File: config.mk
export PLATFORM = sky130hd
export DESIGN_NAME = fp16_to_fixed
export DESIGN_NICKNAME = d
export VERILOG_FILES = /design/src/rtl/fp16_to_fixed.sv
export SDC_FILE = /design/constraint.sdc
export NUM_CORES = 1
export LEC_CHECK = 0
export ABC_AREA = 1
export ABC_CLOCK_PERIOD_IN_PS = 2460
export CAP_MARGIN = 30
export CORE_MARGIN = 4
export CORE_UTILIZATION = 55
export CTS_CLUSTER_DIAMETER = 60
export DETAILED_ROUTE_END_ITERATION = 8
export DONT_BUFFER_PORTS = 1
export MAX_ROUTING_LAYER = met4
export PLACE_DENSITY = 0.7
export SYNTH_ARGS = -nofsm -noshare
export SYNTH_HDL_FRONTEND = slang
export SYNTH_SLANG_ARGS = --single-unit
File: constraint.sdc
create_clock -name clk -period 2.46 [get_ports clk]
set_input_delay 0.123 -clock clk [delete_from_list [all_inputs] [get_ports clk]]
set_output_delay 0.123 -clock clk [all_outputs]
set_load 0.02 [all_outputs]
File: src/rtl/fp16_to_fixed.sv
// fp16 -> unsigned fixed-point converter with a one-bit-per-cycle normalising shifter.
// Optional build macro FP2FX_ROUND_EN: round-to-nearest-even on right shifts (default: truncate).
module fp16_to_fixed #(
  parameter int FRAC_BITS = 0
) (
  input  logic        clk,
  input  logic        rst,
  input  logic        in_valid,
  output logic        in_ready,
  input  logic [15:0] in_data,
  output logic        out_valid,
  input  logic        out_ready,
  output logic [15:0] out_data,
  output logic        out_sat,
  output logic        out_neg,
  output logic        out_nan
);

  localparam int unsigned W  = 16;
  localparam int unsigned CW = 4;

  localparam logic [1:0] IDLE  = 2'd0;
  localparam logic [1:0] SHIFT = 2'd1;
  localparam logic [1:0] DONE  = 2'd2;

  localparam logic signed [7:0] FB = 8'(FRAC_BITS);

  logic [1:0]    state, state_n;
  logic [W-1:0]  work, work_n;
  logic [CW-1:0] cnt, cnt_n;
  logic          left, left_n;
  logic [W-1:0]  data_n;
  logic          sat_n, neg_n, nan_n;

  logic                sgn;
  logic [4:0]          expo;
  logic [9:0]          mant;
  logic [10:0]         sig;
  logic signed [7:0]   e, ef, k;
  logic [W-1:0]        shifted;

`ifdef FP2FX_ROUND_EN
  logic guard, guard_n, sticky, sticky_n;
`endif

  assign in_ready  = (state == IDLE) && !rst;
  assign out_valid = (state == DONE);

  // Field decode and shift amount for the incoming sample
  always_comb begin
    sgn     = in_data[15];
    expo    = in_data[14:10];
    mant    = in_data[9:0];
    sig     = {expo != 5'd0, mant};
    e       = (expo == 5'd0) ? -8'sd14 : ($signed({3'b000, expo}) - 8'sd15);
    ef      = e + FB;
    k       = ef - 8'sd10;
    shifted = left ? (work << 1) : (work >> 1);
  end

  always_ff @(posedge clk or posedge rst) begin
    if (rst) begin
      state    <= IDLE;
      work     <= '0;
      cnt      <= '0;
      left     <= 1'b0;
      out_data <= '0;
      out_sat  <= 1'b0;
      out_neg  <= 1'b0;
      out_nan  <= 1'b0;
`ifdef FP2FX_ROUND_EN
      guard    <= 1'b0;
      sticky   <= 1'b0;
`endif
    end else begin
      state    <= state_n;
      work     <= work_n;
      cnt      <= cnt_n;
      left     <= left_n;
      out_data <= data_n;
      out_sat  <= sat_n;
      out_neg  <= neg_n;
      out_nan  <= nan_n;
`ifdef FP2FX_ROUND_EN
      guard    <= guard_n;
      sticky   <= sticky_n;
`endif
    end
  end

  always_comb begin
    state_n = state;
    work_n  = work;
    cnt_n   = cnt;
    left_n  = left;
    data_n  = out_data;
    sat_n   = out_sat;
    neg_n   = out_neg;
    nan_n   = out_nan;
`ifdef FP2FX_ROUND_EN
    guard_n  = guard;
    sticky_n = sticky;
`endif
    case (state)
      IDLE: begin
        if (in_valid && in_ready) begin
          state_n = DONE;
          data_n  = '0;
          if (expo == 5'd31 && mant != 10'd0) begin
            nan_n = 1'b1;
          end else if (sgn) begin
            neg_n = 1'b1;
          end else if (expo == 5'd31) begin
            data_n = 16'hFFFF;
            sat_n  = 1'b1;
          end else if (expo == 5'd0 && mant == 10'd0) begin
            data_n = '0;
          end else if (ef >= 8'sd16) begin
            data_n = 16'hFFFF;
            sat_n  = 1'b1;
          end else if (k <= -8'sd11) begin
            data_n = '0;
          end else begin
            work_n = W'(sig);
            cnt_n  = k[7] ? CW'(-k) : CW'(k);
            left_n = !k[7];
`ifdef FP2FX_ROUND_EN
            guard_n  = 1'b0;
            sticky_n = 1'b0;
`endif
            if (k == 8'sd0) data_n = W'(sig);
            else            state_n = SHIFT;
          end
        end
      end
      SHIFT: begin
        work_n = shifted;
        cnt_n  = cnt - CW'(1);
`ifdef FP2FX_ROUND_EN
        guard_n  = left ? 1'b0 : work[0];
        sticky_n = sticky | guard;
`endif
        if (cnt == CW'(1)) begin
          state_n = DONE;
          data_n  = shifted;
`ifdef FP2FX_ROUND_EN
          // Guard is the last bit shifted out; sticky is the OR of all earlier ones
          if (guard_n && (sticky_n || shifted[0])) begin
            if (shifted == 16'hFFFF) sat_n = 1'b1;
            else                     data_n = shifted + 16'd1;
          end
`endif
        end
      end
      DONE: begin
        if (out_ready) begin
          state_n = IDLE;
          data_n  = '0;
          sat_n   = 1'b0;
          neg_n   = 1'b0;
          nan_n   = 1'b0;
        end
      end
      default: state_n = IDLE;
    endcase
  end

endmodule

==> impl_metrics.env <==
export IMPL_r2r_cells=12
export IMPL_synth_top_family_by_area="simple AND/OR/NAND/NOR gates"
export IMPL_seq_area_frac_synth=0.371
export IMPL_clockRootBuffer="clkbuf_8"
export IMPL_power_density_mw_per_mm2=1220
export IMPL_cp_slowest_cell="dfrtp_1"
export IMPL_grt_use_met3=0.0384
export IMPL_ys_types=27
export IMPL_hold_depth=2
export IMPL_wirelength_um=6880
export IMPL_crit_buf_inv=4
export IMPL_dr_total_vias=2660
export IMPL_cpPeakStageDelay_ns=0.41
export IMPL_timing_final_crit_share=0.882
export IMPL_dp_hpwl_um=5100
export IMPL_drcViolationCount=0
export IMPL_grt_use_met1=0.335
export IMPL_synth_seq_cells=42
export IMPL_stdcell_count=486
export IMPL_synth_compound_area_frac=0.125
export IMPL_tritoncts_num_buffers=5
export IMPL_min_to="out_data[6]$_DFFE_PP0P_"
export IMPL_ios=41
export IMPL_startpoint_type="flip-flop"
export IMPL_area_delta_synth_final_pct=9.01
export IMPL_worst_path_stages=12
export IMPL_gr_usage_all_layers=0.240
export IMPL_fin_ws_ns=0.291
export IMPL_clk_pin_slew_ns=0.09
export IMPL_grt_remaining_overflow=0
export IMPL_r2r_start="state[0]$_DFFE_PP0P_"
export IMPL_synthMuxAreaShare=0
export IMPL_cts_sinks=42
export IMPL_firstDrtPassIters=5
export IMPL_syn_area_per_cell_um2=6.98
export IMPL_clkLatencyLatePin_ns=0.29
export IMPL_outcome="finished, final reports clean"
export IMPL_post_place_ws_ns=0.0684
export IMPL_port_buffers=0
export IMPL_hold_viol=0
export IMPL_nNetsFinal=451
export IMPL_grt_max_degree=43
export IMPL_netlist_area_mm2=0.00283
export IMPL_worst_r2r_setup_slack_ns=0.29
export IMPL_synthSimpleGateAreaFrac=0.351
export IMPL_rows=25
export IMPL_post_cts_setup_buffers=0
export IMPL_die_w_um=79.8
export IMPL_core_mm2=0.00485
export IMPL_syn_nets=439
export IMPL_hold_class="primary input to flip-flop"
export IMPL_drv_slew=0
export IMPL_grt_pass1_vias=2529
export IMPL_fmax_ghz=0.461
export IMPL_worst_pin_slew_ns=0.529
export IMPL_wl_per_cell_um=14.2
export IMPL_cp_arrival_ns=2.36
export IMPL_synth_largest_area_cell="dfrtp_1"
export IMPL_path_cells="inv_1 > ha_1 > inv_2 > a21oi_1 > nor2_1 > nand2_1 > nor2_2 > nand2_2 > inv_2 > nand3_1 > o21ai_1 > inv_1"
export IMPL_worstReg2RegEnd="out_data[1]$_DFFE_PP0P_"
export IMPL_finalCriticalPeriod_ns=2.17
export IMPL_final_common_cell="nand2_1"
export IMPL_setup_viol=0
export IMPL_ys_top_cells_by_area="dfrtp_1, nand2_1, nand3_1, nor2_1, ha_1"
export IMPL_via_per_inst=5.47
export IMPL_gr_max_usage_layer="met2"
export IMPL_endpoint_kind="flip-flop"
export IMPL_antenna_left=0
export IMPL_synth_fa_ha_area_frac=0.0574
export IMPL_cts_tree="built"
export IMPL_final_cell_mix="nand2_1, nor2_1, nand3_1, dfrtp_1, inv_1"
export IMPL_initial_core_util=0.585
export IMPL_drt_iter0_markers=190
export IMPL_cts_buffer_depth=2
export IMPL_grt_first_pass_wirelength_um=11900
export IMPL_crit_family="simple AND/OR/NAND/NOR gates"
export IMPL_postSynthCellCount=406
export IMPL_antenna_found_initial=0
export IMPL_rsz0062_at_grt="no"
export IMPL_yosysWarningCount=0
export IMPL_max_cap_violations=0
export IMPL_power_leakage_nw=1.62
export IMPL_place_inst=470
export IMPL_grtUsageMet2=0.376
export IMPL_final_layout_size_suffix_gt1_frac=0.0811
export IMPL_worstPathRequired_ns=2.65
export IMPL_gp_congestion=0.856
export IMPL_htree_levels=2
export IMPL_synth_top_area_frac=0.371
export IMPL_antenna_cells=0
export IMPL_die_area_mm2=0.00636
export IMPL_die_h_um=79.8
export IMPL_irDropWorstVdd_mv=0.769
export IMPL_crit_fanout=10
export IMPL_fin_skew_ns=0.00511
export IMPL_hp_start="in_data[6]"
export IMPL_slew_headroom=0.648
export IMPL_synth_xor_area_frac=0.00309
export IMPL_tns_ns=0
export IMPL_worst_setup_path_type="flip-flop to flip-flop"
repair_timing:
action | 4_1_cts | 5_1_grt
gates resized for setup | 0 | 0
setup endpoints to repair | 0 | 0
hold endpoints to repair | 48 | 1
hold buffers | 7 | 1
cells in the mapped netlist:
master	instances
nand2_1	104
nor2_1	52
nand3_1	47
dfrtp_1	42
inv_1	41
o21ai_0	31
a2bb2oi_1	14
ha_1	13
nand4_1	12
a21oi_1	9
buf_2	5
clkbuf_1	5
nand2_2	4
nor3_1	4
buf_4	3
inv_2	3
o21ai_1	3
buf_6	2
clkinv_1	2
nor2_2	2
or2_2	2
nand2_4	1
nand3b_1	1
nor2_4	1
o211ai_1	1
o21ai_2	1
xor2_1	1
state kept, by name, indices dropped and copies added (netlist names):
signal	count
out_nan	1
state	2
work	16
out_sat	1
out_neg	1
cnt	4
left	1
out_data	16
worst max-delay path by stage:
stage                         endpoint            startpoint  slack, ns
6_report       out_data[1]$_DFFE_PP0P_  state[0]$_DFFE_PP0P_       0.29
3_5_place_dp       work[5]$_DFFE_PP0P_           in_data[10]       0.07
4_1_cts            work[5]$_DFFE_PP0P_  state[0]$_DFFE_PP0P_       0.31
3_3_place_gp       work[9]$_DFFE_PP0P_           in_data[10]       0.20
2_1_floorplan  out_data[1]$_DFFE_PP0P_                   rst       0.23
5_1_grt            work[2]$_DFFE_PP0P_           in_data[10]       0.03
worst register-to-register path, delay by kind of cell, from the launching register on:
| kind | cells | cell delay (ns) |
|---|---|---|
| buffers and inverters | 4 | 0.45 |
| AOI/OAI and AO/OA | 2 | 0.16 |
| DFF | 1 | 0.41 |
| adders and majority gates | 1 | 0.29 |
| and+or+nand+nor | 5 | 0.76 |
power by group:
group	internal, mW	switching (mW)
Clock	0.200	0.252
Combinational	0.701	1.18
Sequential	1.01	0.412
metrics by stage:
step | utilization | power [mW] | area (um2) | hold slack [ns]
6_report | 0.637 | 3.76 | 3090 | 0.00506
5_1_grt | 0.637 | 4.11 | 3090 | 0.0157
4_1_cts | 0.635 | 3.76 | 3080 | 0.000465
3_5_place_dp | 0.602 | 3.29 | 2920 | 0.207
3_3_place_gp | 0.602 | 3.27 | 2920 | 0.197
2_1_floorplan | - | 2.86 | 2830 | 0.291
kinds of logic after synthesis:
family / Yosys count
adder cells (fa/ha/maj): 13
AO/OA/AOI/OAI: 59
AND/OR/NAND/NOR: 230
buffers and inverters: 61
XOR/XNOR: 1
flip-flops: 42
layout make-up:
type	count	area, um2
sequential	42	1050
timing repair buffer	20	170
fill	458	1760
multi-input combinational	303	1520
tap	67	83.8
clock buffer	5	68.8
clock inverter	3	21.3
inverter	46	173
layer usage:
metal  vias to the layer above  share of wire
met5                         -              0
li1                       1350              -
met3                        11          0.056
met4                         0         0.0077
met2                        85           0.46
met1                      1214           0.47
No activity file was read; power rests on OpenSTA's default activity.
